<file path="src/rtl/dut_seq_if.sv">
// -----------------------------------------------------------------------------
// dut_seq_if: the FIFO handshake bundle between the sequencer and the
// command, stimulus and result FIFOs.
//   dififo_data    command FIFO read data (valid the cycle after dififo_rdreq)
//   dififo_rdempty command FIFO empty
//   dififo_rdreq   command FIFO read strobe
//   sfifo_rdempty  stimulus FIFO empty
//   sfifo_rdreq    stimulus FIFO read strobe, one per vector
//   rfifo_wrreq    result FIFO write strobe, retires one outstanding vector
//   rfifo_wrfull   result FIFO full
// The master modport is the sequencer; the slave modport is the FIFO side.
// -----------------------------------------------------------------------------
interface dut_seq_if #(
  parameter int DIF_WIDTH = 32
);
  logic [DIF_WIDTH-1:0] dififo_data;
  logic                 dififo_rdempty;
  logic                 dififo_rdreq;
  logic                 sfifo_rdempty;
  logic                 sfifo_rdreq;
  logic                 rfifo_wrreq;
  logic                 rfifo_wrfull;

  modport master (
    input  dififo_data, dififo_rdempty, sfifo_rdempty, rfifo_wrreq, rfifo_wrfull,
    output dififo_rdreq, sfifo_rdreq
  );

  modport slave (
    output dififo_data, dififo_rdempty, sfifo_rdempty, rfifo_wrreq, rfifo_wrfull,
    input  dififo_rdreq, sfifo_rdreq
  );
endinterface

</file>
<file path="src/rtl/dut_seq.sv">
// -----------------------------------------------------------------------------
// dut_seq: command-driven test sequencer. Fetches command words, programs the
// per-pin clock mux, streams a counted number of stimulus vectors while
// limiting how many are in flight, and drains in-flight vectors on request.
//
// Ports:
//   clock_gated  clock, rising edge
//   reset_n      asynchronous active-low reset
//   fifo         dut_seq_if.master: command/stimulus/result FIFO handshakes
//   mux_config   registered per-pin clock-mux select
//   mux_load     one-cycle pulse on the cycle mux_config changes
//   busy         high whenever the FSM is not in IDLE
//   err_cmd      sticky: unknown opcode seen
//   err_timeout  sticky: drain watchdog expired
//
// Commands (opcode in the top CMD_WIDTH bits, payload in the low STF_WIDTH):
//   0x01 SETUP_MUXES  mux_config <= payload
//   0x02 RUN          issue payload[CNT_WIDTH-1:0] stimulus reads
//   0x03 WAIT         wait until every issued vector has a result
//
// Build option: define DUT_SEQ_TIMEOUT_EN to add a drain watchdog that gives
// up after TIMEOUT_CYCLES cycles in DRAIN; without it err_timeout is tied low
// and DRAIN waits indefinitely. CNT_WIDTH must not exceed STF_WIDTH.
// -----------------------------------------------------------------------------
module dut_seq #(
  parameter int STF_WIDTH      = 24,
  parameter int CMD_WIDTH      = 8,
  parameter int DIF_WIDTH      = 32,
  parameter int CNT_WIDTH      = 16,
  parameter int MAX_OUT        = 4,
  parameter int TIMEOUT_CYCLES = 1024
) (
  input  logic                 clock_gated,
  input  logic                 reset_n,
  dut_seq_if.master            fifo,
  output logic [STF_WIDTH-1:0] mux_config,
  output logic                 mux_load,
  output logic                 busy,
  output logic                 err_cmd,
  output logic                 err_timeout
);

  localparam int OUT_WIDTH = $clog2(MAX_OUT + 1);

  localparam logic [CMD_WIDTH-1:0] OP_SETUP = CMD_WIDTH'(8'h01);
  localparam logic [CMD_WIDTH-1:0] OP_RUN   = CMD_WIDTH'(8'h02);
  localparam logic [CMD_WIDTH-1:0] OP_WAIT  = CMD_WIDTH'(8'h03);

  typedef enum logic [2:0] {
    ST_IDLE,
    ST_FETCH,
    ST_DECODE,
    ST_RUN,
    ST_DRAIN
  } state_t;

  state_t               state;
  state_t               state_next;
  logic [DIF_WIDTH-1:0] cmd_reg;
  logic [CNT_WIDTH-1:0] remaining;
  logic [OUT_WIDTH-1:0] outstanding;
  logic [OUT_WIDTH-1:0] outstanding_next;

  logic                 dif_rd;
  logic                 stf_rd;
  logic                 ret;
  logic                 load_mux;
  logic                 load_cnt;
  logic                 set_err_cmd;
  logic                 timeout_hit;

  logic [CMD_WIDTH-1:0] opcode;
  logic [STF_WIDTH-1:0] payload;

  assign opcode  = cmd_reg[DIF_WIDTH-1 -: CMD_WIDTH];
  assign payload = cmd_reg[STF_WIDTH-1:0];

  // Read strobes are combinational so a FIFO word is consumed in the same
  // cycle the sequencer decides it can take it.
  assign dif_rd = (state == ST_IDLE) && !fifo.dififo_rdempty;
  assign stf_rd = (state == ST_RUN) && !fifo.sfifo_rdempty && !fifo.rfifo_wrfull &&
                  (outstanding < OUT_WIDTH'(MAX_OUT)) && (remaining != '0);

  assign fifo.dififo_rdreq = dif_rd;
  assign fifo.sfifo_rdreq  = stf_rd;
  assign busy              = (state != ST_IDLE);

  // A stray result with nothing in flight is dropped so the count cannot wrap.
  assign ret = fifo.rfifo_wrreq && (outstanding != '0);

  always_comb begin
    outstanding_next = outstanding;
    if (stf_rd && !ret)      outstanding_next = outstanding + OUT_WIDTH'(1);
    else if (!stf_rd && ret) outstanding_next = outstanding - OUT_WIDTH'(1);
  end

`ifdef DUT_SEQ_TIMEOUT_EN
  localparam int WD_WIDTH = $clog2(TIMEOUT_CYCLES + 1);
  logic [WD_WIDTH-1:0] wd_cnt;
  logic                wd_expired;

  // wd_cnt holds the number of DRAIN cycles already completed, so the cycle
  // that sees TIMEOUT_CYCLES-1 is the last one allowed.
  assign wd_expired = (wd_cnt == WD_WIDTH'(TIMEOUT_CYCLES - 1));
`endif

  // NOTE: every always_comb output gets a default before the case so no path
  // leaves a signal unassigned, which would otherwise infer a latch.
  always_comb begin
    state_next  = state;
    load_mux    = 1'b0;
    load_cnt    = 1'b0;
    set_err_cmd = 1'b0;
    timeout_hit = 1'b0;
    case (state)
      ST_IDLE:   if (dif_rd) state_next = ST_FETCH;
      ST_FETCH:  state_next = ST_DECODE;
      ST_DECODE: begin
        case (opcode)
          OP_SETUP: begin
            load_mux   = 1'b1;
            state_next = ST_IDLE;
          end
          OP_RUN: begin
            load_cnt   = 1'b1;
            state_next = (payload[CNT_WIDTH-1:0] == '0) ? ST_IDLE : ST_RUN;
          end
          OP_WAIT: state_next = ST_DRAIN;
          default: begin
            set_err_cmd = 1'b1;
            state_next  = ST_IDLE;
          end
        endcase
      end
      ST_RUN: begin
        // Leave on the cycle that issues the final read.
        if ((remaining == '0) || (stf_rd && remaining == CNT_WIDTH'(1)))
          state_next = ST_IDLE;
      end
      ST_DRAIN: begin
        if (outstanding_next == '0) begin
          state_next = ST_IDLE;
        end
`ifdef DUT_SEQ_TIMEOUT_EN
        else if (wd_expired) begin
          timeout_hit = 1'b1;
          state_next  = ST_IDLE;
        end
`endif
      end
      default: state_next = ST_IDLE;
    endcase
  end

  // NOTE: sequential state uses non-blocking assignments so every register
  // samples the pre-edge values, independent of statement order.
  always_ff @(posedge clock_gated or negedge reset_n) begin
    if (!reset_n) begin
      state       <= ST_IDLE;
      cmd_reg     <= '0;
      mux_config  <= '0;
      mux_load    <= 1'b0;
      remaining   <= '0;
      outstanding <= '0;
      err_cmd     <= 1'b0;
    end else begin
      state    <= state_next;
      mux_load <= load_mux;
      if (state == ST_FETCH) cmd_reg <= fifo.dififo_data;
      if (load_mux)          mux_config <= payload;
      if (load_cnt)          remaining <= payload[CNT_WIDTH-1:0];
      else if (stf_rd)       remaining <= remaining - CNT_WIDTH'(1);
      outstanding <= timeout_hit ? '0 : outstanding_next;
      if (set_err_cmd)       err_cmd <= 1'b1;
    end
  end

`ifdef DUT_SEQ_TIMEOUT_EN
  always_ff @(posedge clock_gated or negedge reset_n) begin
    if (!reset_n) begin
      wd_cnt      <= '0;
      err_timeout <= 1'b0;
    end else begin
      if (state_next == ST_DRAIN && state != ST_DRAIN) wd_cnt <= '0;
      else if (state == ST_DRAIN)                      wd_cnt <= wd_cnt + WD_WIDTH'(1);
      if (timeout_hit) err_timeout <= 1'b1;
    end
  end
`else
  assign err_timeout = 1'b0;
`endif

endmodule

</file>
<file path="src/flat_wrapper.sv">
// flat-port wrapper written by rule: the top's interface ports become plain ports
module dut_seq_flat 
#(
  parameter int STF_WIDTH      = 24,
  parameter int CMD_WIDTH      = 8,
  parameter int DIF_WIDTH      = 32,
  parameter int CNT_WIDTH      = 16,
  parameter int MAX_OUT        = 4,
  parameter int TIMEOUT_CYCLES = 1024
)
  (clock_gated, reset_n, mux_config, mux_load, busy, err_cmd, err_timeout, fifo_dififo_data, fifo_dififo_rdempty, fifo_sfifo_rdempty, fifo_rfifo_wrreq, fifo_rfifo_wrfull, fifo_dififo_rdreq, fifo_sfifo_rdreq);
  dut_seq_if #(.DIF_WIDTH(DIF_WIDTH)) fifo_i ();
  input  logic clock_gated;
  input  logic reset_n;
  output logic [STF_WIDTH-1:0] mux_config;
  output logic mux_load;
  output logic busy;
  output logic err_cmd;
  output logic err_timeout;
  input wire logic [$bits(fifo_i.dififo_data)-1:0] fifo_dififo_data;
  input wire logic [$bits(fifo_i.dififo_rdempty)-1:0] fifo_dififo_rdempty;
  input wire logic [$bits(fifo_i.sfifo_rdempty)-1:0] fifo_sfifo_rdempty;
  input wire logic [$bits(fifo_i.rfifo_wrreq)-1:0] fifo_rfifo_wrreq;
  input wire logic [$bits(fifo_i.rfifo_wrfull)-1:0] fifo_rfifo_wrfull;
  output wire logic [$bits(fifo_i.dififo_rdreq)-1:0] fifo_dififo_rdreq;
  output wire logic [$bits(fifo_i.sfifo_rdreq)-1:0] fifo_sfifo_rdreq;
  assign fifo_i.dififo_data = fifo_dififo_data;
  assign fifo_i.dififo_rdempty = fifo_dififo_rdempty;
  assign fifo_i.sfifo_rdempty = fifo_sfifo_rdempty;
  assign fifo_i.rfifo_wrreq = fifo_rfifo_wrreq;
  assign fifo_i.rfifo_wrfull = fifo_rfifo_wrfull;
  assign fifo_dififo_rdreq = fifo_i.dififo_rdreq;
  assign fifo_sfifo_rdreq = fifo_i.sfifo_rdreq;
  dut_seq #(.STF_WIDTH(STF_WIDTH), .CMD_WIDTH(CMD_WIDTH), .DIF_WIDTH(DIF_WIDTH), .CNT_WIDTH(CNT_WIDTH), .MAX_OUT(MAX_OUT), .TIMEOUT_CYCLES(TIMEOUT_CYCLES)) u_core (.clock_gated(clock_gated), .reset_n(reset_n), .fifo(fifo_i), .mux_config(mux_config), .mux_load(mux_load), .busy(busy), .err_cmd(err_cmd), .err_timeout(err_timeout));
endmodule
</file>
<file path="config.mk">
export PLATFORM = sky130hd
export DESIGN_NAME = dut_seq_flat
export DESIGN_NICKNAME = d
export VERILOG_FILES = /design/src/rtl/dut_seq_if.sv /design/src/rtl/dut_seq.sv /design/src/flat_wrapper.sv
export SDC_FILE = /design/constraint.sdc
export NUM_CORES = 1
export LEC_CHECK = 0
export ABC_AREA = 1
export CORE_ASPECT_RATIO = 0.7
export CORE_MARGIN = 4
export CORE_UTILIZATION = 30
export CTS_CLUSTER_SIZE = 12
export DETAILED_ROUTE_END_ITERATION = 10
export HOLD_SLACK_MARGIN = 0.08
export PLACE_DENSITY = 0.49
export SLEW_MARGIN = 5
export SYNTH_ARGS = -nofsm -noshare
export SYNTH_HDL_FRONTEND = slang
export SYNTH_SLANG_ARGS = --single-unit
</file>
<file path="constraint.sdc">
create_clock -name clock_gated -period 1.8 [get_ports clock_gated]
set_input_delay 0.36 -clock clock_gated [delete_from_list [all_inputs] [get_ports clock_gated]]
set_output_delay 0.36 -clock clock_gated [all_outputs]
set_load 0.02 [all_outputs]
</file>
# Word level (Yosys, flattened, before mapping)
# Index checks and enable logic that the tools add are counted.
totals:
  elab_cells: 63
  register_bits: 80
  inputBits: 38
  output_inout_bits: 30
classes:
  n_eq_ne: 11
  order_cmp: 1
  mux: 16
  n_reduce_logical: 25
  addsub: 3
ops:
  columns: ["cell", "n"]
  rows:
  - ["16-bit zero test", 2]
  - ["16-bit two-way mux", 2]
  - ["16-bit by 1-bit equality test with 1-bit output, second input constant", 1]
  - ["8-bit by 2-bit equality test with 1-bit output, second input constant", 2]
  - ["16-bit nonzero test", 1]
  - ["16-bit by 1-bit subtractor with 16-bit output, second input constant", 1]
  - ["3-bit two-way mux", 5]
  - ["3-bit one-hot mux with 5 select lines", 1]
  - ["1-bit logical AND", 9]
  - ["8-bit by 1-bit equality test with 1-bit output, second input constant", 1]
  - ["3-bit by 2-bit equality test with 1-bit output, second input constant", 2]
  - ["3-bit zero test", 2]
  - ["1-bit two-way mux", 6]
  - ["3-bit one-hot mux with 2 select lines", 1]
  - ["3-bit nonzero test", 2]
  - ["1-bit zero test", 5]
  - ["2-bit != test, second input constant", 2]
  - ["3-bit by 1-bit adder with 3-bit output, second input constant", 1]
  - ["3-bit by 1-bit equality test with 1-bit output, second input constant", 1]
  - ["3-bit equality test, second input constant", 1]
  - ["3-bit < comparator, second input constant", 1]
  - ["3-bit AND reduction", 1]
  - ["3-bit OR reduction", 1]
  - ["3-bit by 1-bit subtractor with 3-bit output, second input constant", 1]
  - ["4 further kinds", 4]

# Depth between registers and ports, before layout
# Gate-level depths: netlist of run 1.
logic_depth:
  ltp_word: 12
  mapped_depth: 14
  depth_no_buf: 14

# Worst setup path before layout of run 1
# Ideal clock, no wire load.
synth_timing:
  path_type: "register to register"
  start: "register u_core.remaining[0]"
  end: "register u_core.state[2]"
  t_required_ns: 1.673
  path_buffers: 0
  synth_period_minus_slack_ns: 1.600
  setup_ns: 0.127
  path_stages_with_launch: 14
  arrival_time_ns: 1.474
  setup_slack_ns: 0.200
  cell_sequence: "dfrtp_1 > inv_1 > ha_1 > nand2_2 > nor2_4 > nand2_4 > nand2_4 > nand2_2 > nand2_2 > nor2_1 > nor2_2 > nand3_1 > nand2_1 > o21ai_0"
synth_via:
  elab_chain_len: 9
  word_cells_on_any_way: 15
synth_rtl:
  columns: ["item", "line", "text"]
  rows:
  - ["start: declaration", "dut_seq.sv:60", "logic [CNT_WIDTH-1:0] remaining;"]
  - ["start signal: assignment", "dut_seq.sv:171", "if (load_cnt) remaining <= payload[CNT_WIDTH-1:0];"]
  - ["start signal: assignment", "dut_seq.sv:172", "else if (stf_rd) remaining <= remaining - CNT_WIDTH'(1);"]
  - ["16-bit nonzero test", "dut_seq.sv:82", "(outstanding < OUT_WIDTH'(MAX_OUT)) && (remaining != '0);"]
  - ["1-bit logical AND", "dut_seq.sv:82", null]
  - ["1-bit zero test", "dut_seq.sv:94", "else if (!stf_rd && ret) outstanding_next = outstanding - OUT_WIDTH'(1);"]
  - ["1-bit logical AND", "dut_seq.sv:94", null]
  - ["3-bit two-way mux", "dut_seq.sv:94", null]
  - ["3-bit two-way mux", "dut_seq.sv:93", "if (stf_rd && !ret) outstanding_next = outstanding + OUT_WIDTH'(1);"]
  - ["3-bit zero test", "dut_seq.sv:141", "if (outstanding_next == '0) begin"]
  - ["2-bit by 1-bit != test with 1-bit output (no source line)", null, null]
  - ["3-bit AND reduction (no source line) *", null, null]
  - ["end signal: assignment", "dut_seq.sv:167", "state <= state_next;"]
  - ["end: declaration", "dut_seq.sv:57", "state_t state;"]
# Every way passes the cells marked *; elsewhere a longest branch is shown, timed or not.
# A chain may end at the register's enable or synchronous reset.

# Worst setup path in the final report of run 1
layout_timing:
  start: "register u_core.remaining[1]"
  end: "output fifo_sfifo_rdreq"
layout_via:
  elab_chain_len: 2
layout_rtl:
  columns: ["item", "line", "text"]
  rows:
  - ["16-bit nonzero test", "dut_seq.sv:82", null]
  - ["1-bit logical AND", "dut_seq.sv:82", null]
  - ["end: declaration", "flat_wrapper.sv:26", "output wire logic [$bits(fifo_i.sfifo_rdreq)-1:0] fifo_sfifo_rdreq;"]
# Every way passes these cells.

==> results of run 1 <==
## power by group through the flow
stage	registers, mW	logic [mW]	clock network, mW
floorplan	3.42	1.67	0
global placement	3.11	3.64	0
detailed placement	3.13	3.68	0
CTS	3.12	3.78	1.71
global route	3.24	4.42	1.80
finish	3.13	3.94	1.65
## metrics by stage
stage | setup slack (ns) | hold slack (ns) | instance area, um^2 | setup TNS (ns) | instances
finish | -0.0114 | 0.469 | 5390 | -0.0114 | 701
global route | -0.0957 | 0.501 | 5390 | -0.182 | 701
CTS | -0.0161 | 0.474 | 5230 | -0.0161 | 694
detailed placement | -0.453 | 0.323 | 4890 | -3.00 | 674
global placement | -0.461 | 0.319 | 4890 | -2.85 | 674
floorplan | 0.200 | 0.0644 | 3740 | 0 | 419
## cell usage in the layout (no fill, tap or decap), drive strengths merged
| cell type | Yosys | layout |
|---|---|---|
| a21oi | 3 | 3 |
| buf | 12 | 62 |
| clkbuf | 3 | 12 |
| clkdlybuf4s50 | 0 | 62 |
| clkinv | 0 | 3 |
| conb | 1 | 1 |
| dfrtp | 80 | 80 |
| dlygate4sd3 | 0 | 1 |
| ha | 5 | 5 |
| inv | 52 | 52 |
| nand2 | 117 | 117 |
| nand3 | 13 | 13 |
| nand3b | 2 | 2 |
| nand4 | 9 | 9 |
| nor2 | 29 | 29 |
| nor3 | 5 | 5 |
| nor4 | 7 | 7 |
| o211ai | 7 | 7 |
| o21ai | 52 | 52 |
| o21bai | 1 | 1 |
| o221ai | 7 | 7 |
| or2 | 1 | 1 |
| xnor2 | 7 | 7 |
| xor2 | 6 | 6 |
## critical path: cells and delay by family (launching register included)
family / cells / cell delay [ns]
flip-flops: 1 / 0.39
AND/OR/NAND/NOR: 4 / 0.33
buffers and inverters: 3 / 0.25
adder cells (fa/ha/maj): 1 / 0.15
## timing repair
action                     in CTS  in global routing
setup endpoints to repair       5                 10
pin swaps                       3                 13
setup buffers                   4                  8
hold buffers                    1                  0
gates resized for setup        22                 37
hold endpoints to repair       25                  0
## layout make-up
type                    instances  area, um^2
fillers                      1144        6540
well taps                     157         196
flip-flops and latches         80        2000
repair buffers                125        1170
clock buffers                  12         246
multi-input cells             272        1560
clock inverters                 3        18.8
inverters                      52         198
## routing by layer
metal	vias to the layer above	wire (um)
li1	1594	-
met1	1488	4720
met2	60	4090
met3	9	524
met4	0	88
met5	-	0
## worst min-delay path by stage
| stage | startpoint | end | cells past startpoint |
|---|---|---|---|
| after floorplan | reset_n | u_core.cmd_reg[0]$_DFFE_PN0P_ | 0 |
| after global placement | reset_n | u_core.mux_config[11]$_DFFE_PN0P_ | 1 |
| after detailed placement | reset_n | u_core.mux_config[8]$_DFFE_PN0P_ | 1 |
| after CTS | u_core.cmd_reg[26]$_DFFE_PN0P_ | u_core.cmd_reg[26]$_DFFE_PN0P_ | 2 |
| after global routing | u_core.cmd_reg[27]$_DFFE_PN0P_ | u_core.cmd_reg[27]$_DFFE_PN0P_ | 2 |
| final | u_core.cmd_reg[26]$_DFFE_PN0P_ | u_core.cmd_reg[26]$_DFFE_PN0P_ | 2 |
## kinds of logic (layout without fill, tap and decap cells)
group	count (synthesis)	count (layout)
AOI/OAI and AO/OA	70	70
xor gates and xnor gates	13	13
adders and majority gates	5	5
buffers and inverters	67	192
DFF	80	80
other	1	1
and+or+nand+nor	183	183
==> results by group, run 1 <==
Clocking
  • H-tree depth: 3
  • Bufs on Longest Clock Path: 2
  • Clock sinks: 80
  • TritonCTS clock tree: built
  • Total CTS buffers: 9
  • Clk root buf: clkbuf_16
  • Clock latency on the worst-skew pair: 0.33 ns
  • Clk slew on worst S/H paths: 0.06 ns

Logic synthesis
  • Number of flops mapped to enable cells by yosys: 0
  • Syn Std Cell Area: 3740 um^2
  • Top post-synthesis cells by area: dfrtp_1, nand2_1, inv_1, o21ai_0, o21ai_1
  • Most frequent cells after synthesis: nand2_1, dfrtp_1, inv_1
  • Mux contribution to synthesized area: 0
  • Most common cell in the netlist: nand2_1
  • Compound-gate portion of the synthesized area: 0.110
  • Fraction of synthesized cell area taken by the top area cell type: 0.535
  • Ys async rst share: 1.00
  • Netlist cell types: 33
  • Synth Area in Simple Gates: 0.226
  • Post-synthesis cell count: 419
  • Yosys reg bits: 80
  • Post-Synth XOR/XNOR Area: 0.0304
  • Register area share after synthesis: 0.535
  • Top_reg_cell synth: dfrtp_1
  • Main combinational cell family by area after synthesis: simple AND/OR/NAND/NOR gates
  • Adder-cell share of the synthesized area: 0.0167
  • Yosys warns: 0
  • Syn Nets: 462
  • Synth Area per Inst: 8.93 um^2
  • Area leader, netlist: dfrtp_1

Die
  • Core Box Area: 11900 um^2
  • I/O pin cnt: 68
  • Die footprint: 14300 um^2
  • Die Wd: 141 um
  • Initial core utilization: 0.314
  • Row count: 33
  • Chip Height: 101 um

Pwr
  • Switch Pwr: 3.30 mW
  • Clock power frac: 0.189
  • Total power: 8.72 mW
  • Sw frac: 0.378
  • Comb power frac: 0.452
  • Pleak: 2.47 nW
  • Power per cell area: 1620 nW/um^2
  • Peak supply drop: 0.773 mV
  • Reg power frac: 0.359
  • Cell Int Power: 5.43 mW

STA
  • Worst-Margin Slew: 0.548 ns
  • Max-slew violation count: 0
  • Fin. Hold Viols: 0
  • Final Setup Violations: 1
  • Fmax: 552 MHz
  • Final min period: 1.81 ns
  • Period utilisation layout: 1.01
  • Setup ws final: -0.0114 ns
  • Max_slew headroom: 0.631
  • Clock skew: 0.00471 ns
  • RSZ-0062 raised after global routing: true

Setup path
  • Worst Setup Start Kind: register
  • Slowest-stage cell, CP: dfrtp_1
  • Crit path cell chain: inv_2, ha_4, nand2_4, nor2_4, nand2_4, nand2_4, inv_4, buf_6
  • R2r setup slk: 0.09 ns
  • WS Path Type: reg -> out
  • Worst reg2reg startpoint: u_core.remaining[1]$_DFFE_PN0P_
  • Worst Setup SP: u_core.remaining[1]$_DFFE_PN0P_
  • CP arrival: 1.45 ns
  • Largest stage delay, worst path: 0.39 ns
  • Critical R2R Capture: u_core.state[0]$_DFFE_PN0P_
  • Crit end category: output port
  • Most used cell, CP: nand2_4
  • Required @ worst endpoint: 1.44 ns
  • R2R cell count: 15
  • CP Capture Point: fifo_sfifo_rdreq
  • CP Max Fanout: 2

Route
  • Total Routed Length: 9430 um
  • DRC: 0
  • Initial drt markers: 116
  • Detail Route Antenna Nets: 0
  • Via/cell ratio: 4.50
  • Vias: 3151
  • Routed wire length per instance: 13.5 um
  • 1st-pass router iterations: 4

Global routing
  • Largest net degree at the start of global routing: 58
  • First-pass GRT wire length: 15800 um
  • GRT met3 Usage: 0.0486
  • GRT Total Usage: 0.139
  • Antenna violations before repair: 0
  • GRT busiest layer: met2
  • Met1 usage: 0.200
  • Met2 usage: 0.201
  • Vias in the first global route: 3184
  • GRT overflow: 0

Status
  • Status: finished, violations left
  • Failing checks: setup timing

Place
  • PortBufs: 66
  • Final HPWL DP: 6850 um
  • GP Congestion: 0.863

Layout
  • Number of flip-flops in the largest register: 32
  • Layout Nets: 583
  • Utilization after layout: 0.452
  • Fraction of layout cells with a size suffix above 1: 0.232
  • Inserted Diodes: 0
  • Area grow syn2layout: 44.2%

Job
  • Maxcap violations: 0

Min path
  • Min-Delay Path Class: reg -> reg
No activity file was read; power rests on OpenSTA's default activity.
==> inputs of run 2 (changes only) <==
--- a/config.mk
+++ b/config.mk
@@ -9,6 +9,7 @@
 export CORE_ASPECT_RATIO = 0.7
 export CORE_MARGIN = 4
 export CORE_UTILIZATION = 30
+export CTS_BUF_LIST = sky130_fd_sc_hd__clkbuf_8 sky130_fd_sc_hd__clkbuf_16
 export CTS_CLUSTER_SIZE = 12
 export DETAILED_ROUTE_END_ITERATION = 10
 export HOLD_SLACK_MARGIN = 0.08
@@ -17,3 +18,4 @@
 export SYNTH_ARGS = -nofsm -noshare
 export SYNTH_HDL_FRONTEND = slang
 export SYNTH_SLANG_ARGS = --single-unit
+export TNS_END_PERCENT = 30
==> run 2 against run 1 <==
  * The run still ends with setup timing left
  * Sequential share of layout area grew 0.37 points
  * Die area is the same
  * Count of clock-buffer cells in the layout shrank 2
  * Cell count shrank 0.29%
  * Non-clock buffer count shrank 2
  * Core utilization shrank 0.45 points
  * Wire length is the same
  * Setup slack lost 0.015 ns
  * Largest power group unchanged
==> results by group, run 2 (same netlist as run 1, synthesis figures left out) <==
Layout
  • Inserted Diodes: 0 (unchanged)
  • Layout Nets: 581 (was 583)
  • Multi-input gate area: 1530 um^2 (was 1560 um^2)
  • Register Area: 2000 um^2 (unchanged)
  • Finished Cell Area: 5340 um^2 (was 5390 um^2)
  • Commonest cells after routing, fill and taps aside: nand2_1, dfrtp_1, clkdlybuf4s50_1 (unchanged)
  • Utilization after layout: 0.448 (was 0.452)
  • Most common cell after layout, fill and taps aside: nand2_1 (unchanged)
  • Final-layout fill cell count: 1153 (was 1144)
  • Fin cells: 699 (was 701)
  • Fraction of layout cells with a size suffix above 1: 0.221 (was 0.232)
  • Area grow syn2layout: 42.7% (was 44.2%)
  • Number of flip-flops in the largest register: 32 (unchanged)

STA
  • Clock skew: 0.00385 ns (was 0.00471 ns)
  • Final Setup Violations: 1 (unchanged)
  • Fin. Hold Viols: 0 (unchanged)
  • Period utilisation layout: 1.01 (about the same)
  • Max-slew violation count: 0 (unchanged)
  • Setup ws final: -0.0260 ns (was -0.0114 ns)
  • Final min period: 1.83 ns (was 1.81 ns)
  • RSZ-0062 raised after global routing: true (unchanged)
  • Worst-Margin Slew: 0.566 ns (was 0.548 ns)
  • Max_slew headroom: 0.619 (was 0.631)
  • Fmax: 548 MHz (was 552 MHz)

Pwr
  • Comb power frac: 0.449 (was 0.452)
  • Cell Int Power: 5.39 mW (was 5.43 mW)
  • Reg power frac: 0.362 (was 0.359)
  • Total power: 8.66 mW (was 8.72 mW)
  • Peak supply drop: 0.772 mV (was 0.773 mV)
  • Pleak: 2.45 nW (was 2.47 nW)
  • Sw frac: 0.377 (was 0.378)
  • Switch Pwr: 3.27 mW (was 3.30 mW)
  • Clock power frac: 0.189 (about the same)
  • Power per cell area: 1620 nW/um^2 (about the same)

Die
  • Row count: 33 (unchanged)
  • Initial core utilization: 0.314 (unchanged)
  • Chip Height: 101 um (unchanged)
  • Core Box Area: 11900 um^2 (unchanged)
  • I/O pin cnt: 68 (unchanged)
  • Die footprint: 14300 um^2 (unchanged)
  • Die Wd: 141 um (unchanged)

Global routing
  • Vias in the first global route: 3184 (unchanged)
  • GRT Total Usage: 0.139 (unchanged)
  • Antenna violations before repair: 0 (unchanged)
  • First-pass GRT wire length: 15800 um (unchanged)
  • GRT overflow: 0 (unchanged)
  • Largest net degree at the start of global routing: 58 (unchanged)

Min path
  • Hold EP: u_core.cmd_reg[26]$_DFFE_PN0P_ (unchanged)
  • Hold path startpoint: u_core.cmd_reg[26]$_DFFE_PN0P_ (unchanged)
  • Hold path depth: 2 (unchanged)
  • Min-Delay Path Class: reg -> reg (unchanged)

Place
  • Final HPWL DP: 6850 um (unchanged)
  • PortBufs: 66 (unchanged)
  • Dpl cells: 674 (unchanged)
  • DP Area: 4890 um^2 (unchanged)
  • GP Congestion: 0.863 (unchanged)

Setup path
  • R2r setup slk: 0.08 ns (was 0.09 ns)
  • WS Path Type: reg -> out (unchanged)
  • Worst reg2reg startpoint: u_core.remaining[0]$_DFFE_PN0P_ (was u_core.remaining[1]$_DFFE_PN0P_)
  • Critical R2R Capture: u_core.state[0]$_DFFE_PN0P_ (unchanged)
  • Required @ worst endpoint: 1.44 ns (about the same)
  • R2R cell count: 15 (unchanged)
  • Worst Setup Start Kind: register (unchanged)
  • CP arrival: 1.47 ns (was 1.45 ns)
  • CP Max Fanout: 2 (unchanged)
  • Crit end category: output port (unchanged)

Clocking
  • Clk root buf: clkbuf_16 (unchanged)
  • Bufs on Longest Clock Path: 2 (unchanged)
  • Clock latency on the worst-skew pair: 0.33 ns (about the same)
  • TritonCTS clock tree: built (unchanged)
  • Clock sinks: 80 (unchanged)
  • H-tree depth: 3 (unchanged)
  • Total CTS buffers: 9 (unchanged)
  • Clk slew on worst S/H paths: 0.06 ns (about the same)

Route
  • Detail Route Antenna Nets: 0 (unchanged)
  • Vias: 3158 (was 3151)
  • Initial drt markers: 100 (was 116)
  • Via/cell ratio: 4.52 (was 4.50)
  • Routed wire length per instance: 13.5 um (about the same)
  • Total Routed Length: 9430 um (unchanged)
  • DRC: 0 (unchanged)
  • 1st-pass router iterations: 4 (unchanged)

Status
  • Failing checks: setup timing (unchanged)
  • Status: finished, violations left (unchanged)

Job
  • Maxcap violations: 0 (unchanged)
[run 2: cell count changes in the layout (fill, tap and decap cells not counted), moves of 2 or more]
cell / previous run / this run
buf_4: 54 / 51
clkbuf_1: 2 / 0
inv_1: 44 / 46
nand2_1: 104 / 106
nor2_4: 7 / 5
[run 2: final cells by class]
cell class                      count  share of cell area
Multi-Input combinational cell    272               0.286
Clock inverter                      5             0.00492
Clock buffer                       10              0.0448
Tap cell                          157              0.0368
Timing Repair Buffer              123               0.216
Inverter                           52              0.0366
Sequential cell                    80               0.375
[run 2: worst max path at each step]
stage | start | end | slack, ns | cells past startpoint
after detailed placement | fifo_sfifo_rdempty | fifo_sfifo_rdreq | -0.45 | 7
final | u_core.remaining[0]$_DFFE_PN0P_ | fifo_sfifo_rdreq | -0.03 | 8
after global routing | u_core.remaining[1]$_DFFE_PN0P_ | fifo_sfifo_rdreq | -0.11 | 8
after global placement | fifo_sfifo_rdempty | fifo_sfifo_rdreq | -0.46 | 7
after CTS | u_core.remaining[1]$_DFFE_PN0P_ | fifo_sfifo_rdreq | -0.02 | 8
after floorplan | u_core.remaining[0]$_DFFE_PN0P_ | u_core.state[2]$_DFFE_PN0P_ | 0.20 | 13
[run 2: layer usage]
layer,GRT usage,wire (um),up-vias
li1,-,-,1588
met1,0.200,4710,1505
met2,0.201,4070,57
met3,0.0486,561,8
met4,0.0354,83,0
met5,0,0,-
[run 2: stage by stage]
step	hold slack (ns)	setup slack (ns)	TNS [ns]
floorplan	0.0644	0.200	0
global placement	0.319	-0.461	-2.85
detailed placement	0.323	-0.453	-3.00
CTS	0.474	-0.0163	-0.0163
global route	0.501	-0.110	-0.287
finish	0.469	-0.0260	-0.0260
[run 2: repair_timing]
action,4_1_cts,5_1_grt
pin swaps,3,8
setup endpoints to repair,5,10
hold endpoints to repair,25,0
buffers inserted,4,6
hold buffers,1,0
resized for setup,21,28
[run 2: critical path, stage by stage (launching register included)]
cell	delay [ns]
dfrtp_1	0.40
inv_2	0.09
ha_4	0.14
nand2_4	0.06
nor2_4	0.12
nand2_4	0.07
nand2_4	0.07
inv_2	0.06
buf_6	0.13
[run 2: power groups by stage]
| stage | registers, mW | logic (mW) | clock network [mW] |
|---|---|---|---|
| after global routing | 3.24 | 4.37 | 1.78 |
| after CTS | 3.12 | 3.79 | 1.70 |
| after detailed placement | 3.13 | 3.68 | 0 |
| after floorplan | 3.42 | 1.67 | 0 |
| after global placement | 3.11 | 3.64 | 0 |
| final | 3.14 | 3.89 | 1.64 |
==> inputs of run 3 (changes only) <==
--- a/config.mk
+++ b/config.mk
@@ -8,12 +8,12 @@
 export ABC_AREA = 1
 export CORE_ASPECT_RATIO = 0.7
 export CORE_MARGIN = 4
-export CORE_UTILIZATION = 30
+export CORE_UTILIZATION = 25
 export CTS_BUF_LIST = sky130_fd_sc_hd__clkbuf_8 sky130_fd_sc_hd__clkbuf_16
 export CTS_CLUSTER_SIZE = 12
 export DETAILED_ROUTE_END_ITERATION = 10
 export HOLD_SLACK_MARGIN = 0.08
-export PLACE_DENSITY = 0.49
+export PLACE_DENSITY = 0.42
 export SLEW_MARGIN = 5
 export SYNTH_ARGS = -nofsm -noshare
 export SYNTH_HDL_FRONTEND = slang
==> run 3 against run 2 <==
  * The run still ends with setup timing left
  * Cell area grew 1.5%
  * Hold slack gained 0.0089 ns
  * Via count fell by 0.60%
  * Cell count grew 5.4%
  * Critical path type unchanged
  * Critical path depth did not move
  * Highest routed layer unchanged
  * Clock power is 18% higher
==> results by group, run 3 (same netlist as run 1, synthesis figures left out) <==
Place
  • Dpl cells: 714 (was 674)
  • Pre-CTS setup slack: -0.475 ns (was -0.453 ns)
  • GP Congestion: 0.770 (was 0.863)
  • Final HPWL DP: 7050 um (was 6850 um)
  • PortBufs: 66 (unchanged)

Route
  • DRC: 0 (unchanged)
  • Routed wire length per instance: 13.3 um (was 13.5 um)
  • Detail Route Antenna Nets: 0 (unchanged)
  • Initial drt markers: 134 (was 100)
  • Vias: 3139 (was 3158)
  • Total Routed Length: 9800 um (was 9430 um)
  • Via/cell ratio: 4.26 (was 4.52)
  • 1st-pass router iterations: 4 (unchanged)

Global routing
  • GRT overflow: 0 (unchanged)
  • GRT Total Usage: 0.123 (was 0.139)
  • Vias in the first global route: 3313 (was 3184)
  • Antenna violations before repair: 0 (unchanged)
  • Largest net degree at the start of global routing: 58 (unchanged)
  • First-pass GRT wire length: 16600 um (was 15800 um)

STA
  • Setup ws final: -0.0348 ns (was -0.0260 ns)
  • Final Setup Violations: 1 (unchanged)
  • Fmax: 545 MHz (was 548 MHz)
  • RSZ-0062 raised after global routing: true (unchanged)
  • Final min period: 1.83 ns (about the same)
  • Max-slew violation count: 0 (unchanged)
  • Period utilisation layout: 1.02 (was 1.01)
  • Fin. Hold Viols: 0 (unchanged)
  • Clock skew: 0.00586 ns (was 0.00385 ns)

Clocking
  • Clock latency on the worst-skew pair: 0.33 ns (about the same)
  • H-tree depth: 3 (unchanged)
  • Total CTS buffers: 9 (unchanged)
  • Clock sinks: 80 (unchanged)
  • Bufs on Longest Clock Path: 2 (unchanged)
  • TritonCTS clock tree: built (unchanged)
  • Clk root buf: clkbuf_16 (unchanged)
  • Clk slew on worst S/H paths: 0.06 ns (about the same)

Pwr
  • Pleak: 2.47 nW (was 2.45 nW)
  • Cell Int Power: 5.60 mW (was 5.39 mW)
  • Power per cell area: 1640 nW/um^2 (was 1620 nW/um^2)
  • Switch Pwr: 3.27 mW (about the same)
  • Comb power frac: 0.431 (was 0.449)
  • Clock power frac: 0.217 (was 0.189)
  • Peak supply drop: 0.720 mV (was 0.772 mV)
  • Sw frac: 0.369 (was 0.377)
  • Reg power frac: 0.352 (was 0.362)

Setup path
  • Worst Setup Start Kind: register (unchanged)
  • WS Path Type: reg -> out (unchanged)
  • Largest stage delay, worst path: 0.38 ns (was 0.40 ns)
  • Most used cell, CP: nand2_4 (unchanged)
  • Buf/Inv on CP: 3 (unchanged)
  • CP arrival: 1.47 ns (about the same)
  • CP delay by family, top: flip-flops (unchanged)
  • Crit path cell chain: inv_2, ha_4, nand2_4, nor2_4, nand2_4, nand2_4, inv_4, buf_6 (was inv_2, ha_4, nand2_4, nor2_4, nand2_4, nand2_4, inv_2, buf_6)
  • Slowest-stage cell, CP: dfrtp_1 (unchanged)
  • Required @ worst endpoint: 1.44 ns (about the same)
  • Crit end category: output port (unchanged)
  • CP Max Fanout: 2 (unchanged)

Layout
  • Inserted Diodes: 0 (unchanged)
  • Area grow syn2layout: 44.8% (was 42.7%)
  • Fin cells: 737 (was 699)
  • Fraction of layout cells with a size suffix above 1: 0.210 (was 0.221)
  • Number of flip-flops in the largest register: 32 (unchanged)
  • Commonest cells after routing, fill and taps aside: nand2_1, dfrtp_1, clkdlybuf4s50_1 (unchanged)
  • Utilization after layout: 0.369 (was 0.448)
  • Layout Nets: 580 (was 581)
  • Most common cell after layout, fill and taps aside: nand2_1 (unchanged)
  • Final-layout fill cell count: 1475 (was 1153)

Die
  • I/O pin cnt: 68 (unchanged)
  • Row count: 37 (was 33)
  • Chip Height: 110 um (was 101 um)
  • Die Wd: 154 um (was 141 um)
  • Initial core utilization: 0.255 (was 0.314)
  • Core Box Area: 14700 um^2 (was 11900 um^2)
  • Die footprint: 17000 um^2 (was 14300 um^2)

Status
  • Failing checks: setup timing (unchanged)
  • Status: finished, violations left (unchanged)

Min path
  • Min-Delay Path Class: reg -> reg (unchanged)

Job
  • Maxcap violations: 0 (unchanged)
## run 3: changes by cell type in the layout (fill, tap and decap cells not counted), moves of 2 or more
cell	previous run	this run
nand2_1	106	108
inv_1	46	48
inv_4	0	2
nor2_2	9	7
nand2_4	3	5
nand2_2	8	4
bufinv_16	0	2
inv_2	8	4
## run 3: power by group through the flow
stage | Sequential, mW | Clock (mW) | Combinational [mW]
6_report | 3.12 | 1.93 | 3.82
5_1_grt | 3.23 | 2.08 | 4.32
4_1_cts | 3.14 | 2.01 | 3.75
3_5_place_dp | 3.14 | 0 | 3.68
3_3_place_gp | 3.12 | 0 | 3.66
2_1_floorplan | 3.42 | 0 | 1.67
## run 3: area by class of cell
class                      count  area, um^2  area share
clock buffer                   9         225      0.0416
tap                          195         244      0.0450
multi-input combinational    272        1530       0.282
clock inverter                 7        88.8      0.0164
timing repair buffer         122        1130       0.208
inverter                      52         200      0.0370
sequential                    80        2000       0.370
## run 3: layer usage
layer  routed length (um)  vias up  GRT usage
li1                     -     1590          -
met1                 4840     1477      0.163
met2                 4250       60      0.193
met3                  578       12     0.0445
met4                  124        0     0.0334
met5                    0        -          0
## run 3: what timing repair did
item	in CTS	in global routing
hold buffers	1	0
endpoints found under the hold margin	31	0
gates resized for setup	23	23
endpoints found under the setup margin	5	10
pin swaps	5	10
setup buffers	3	3
## run 3: stage by stage
| step | instance area (um^2) | TNS [ns] | hold WS [ns] | power, mW |
|---|---|---|---|---|
| 2_1_floorplan | 3740 | 0 | 0.0644 | 5.09 |
| 3_3_place_gp | 4940 | -3.08 | 0.336 | 6.78 |
| 3_5_place_dp | 4940 | -3.33 | 0.342 | 6.82 |
| 4_1_cts | 5310 | -0.0266 | 0.477 | 8.89 |
| 5_1_grt | 5420 | -0.337 | 0.505 | 9.63 |
| 6_report | 5420 | -0.0348 | 0.478 | 8.87 |
## run 3: worst register-to-register path, delay by kind of cell (launching register included)
family                   cells  cell delay (ns)
flip-flops                   1             0.38
buffers and inverters        3             0.36
AND/OR/NAND/NOR              8             0.68
AO/OA/AOI/OAI                1             0.06
adder cells (fa/ha/maj)      1             0.15
## run 3: worst paths after layout
| kind | from | to | depth (start not counted) | slack, ns |
|---|---|---|---|---|
| worst min-delay path | u_core.cmd_reg[27]$_DFFE_PN0P_ | u_core.cmd_reg[27]$_DFFE_PN0P_ | 2 | 0.48 |
| worst max register to register | u_core.remaining[0]$_DFFE_PN0P_ | u_core.state[0]$_DFFE_PN0P_ | 13 | 0.07 |
| worst max-delay path | u_core.remaining[0]$_DFFE_PN0P_ | fifo_sfifo_rdreq | 8 | -0.03 |
| worst min register to register | u_core.cmd_reg[27]$_DFFE_PN0P_ | u_core.cmd_reg[27]$_DFFE_PN0P_ | 2 | 0.48 |
| min in group asynchronous | reset_n | u_core.mux_config[9]$_DFFE_PN0P_ | 2 | 0.52 |
| max in group asynchronous | reset_n | u_core.err_cmd$_DFFE_PN0P_ | 3 | 0.71 |
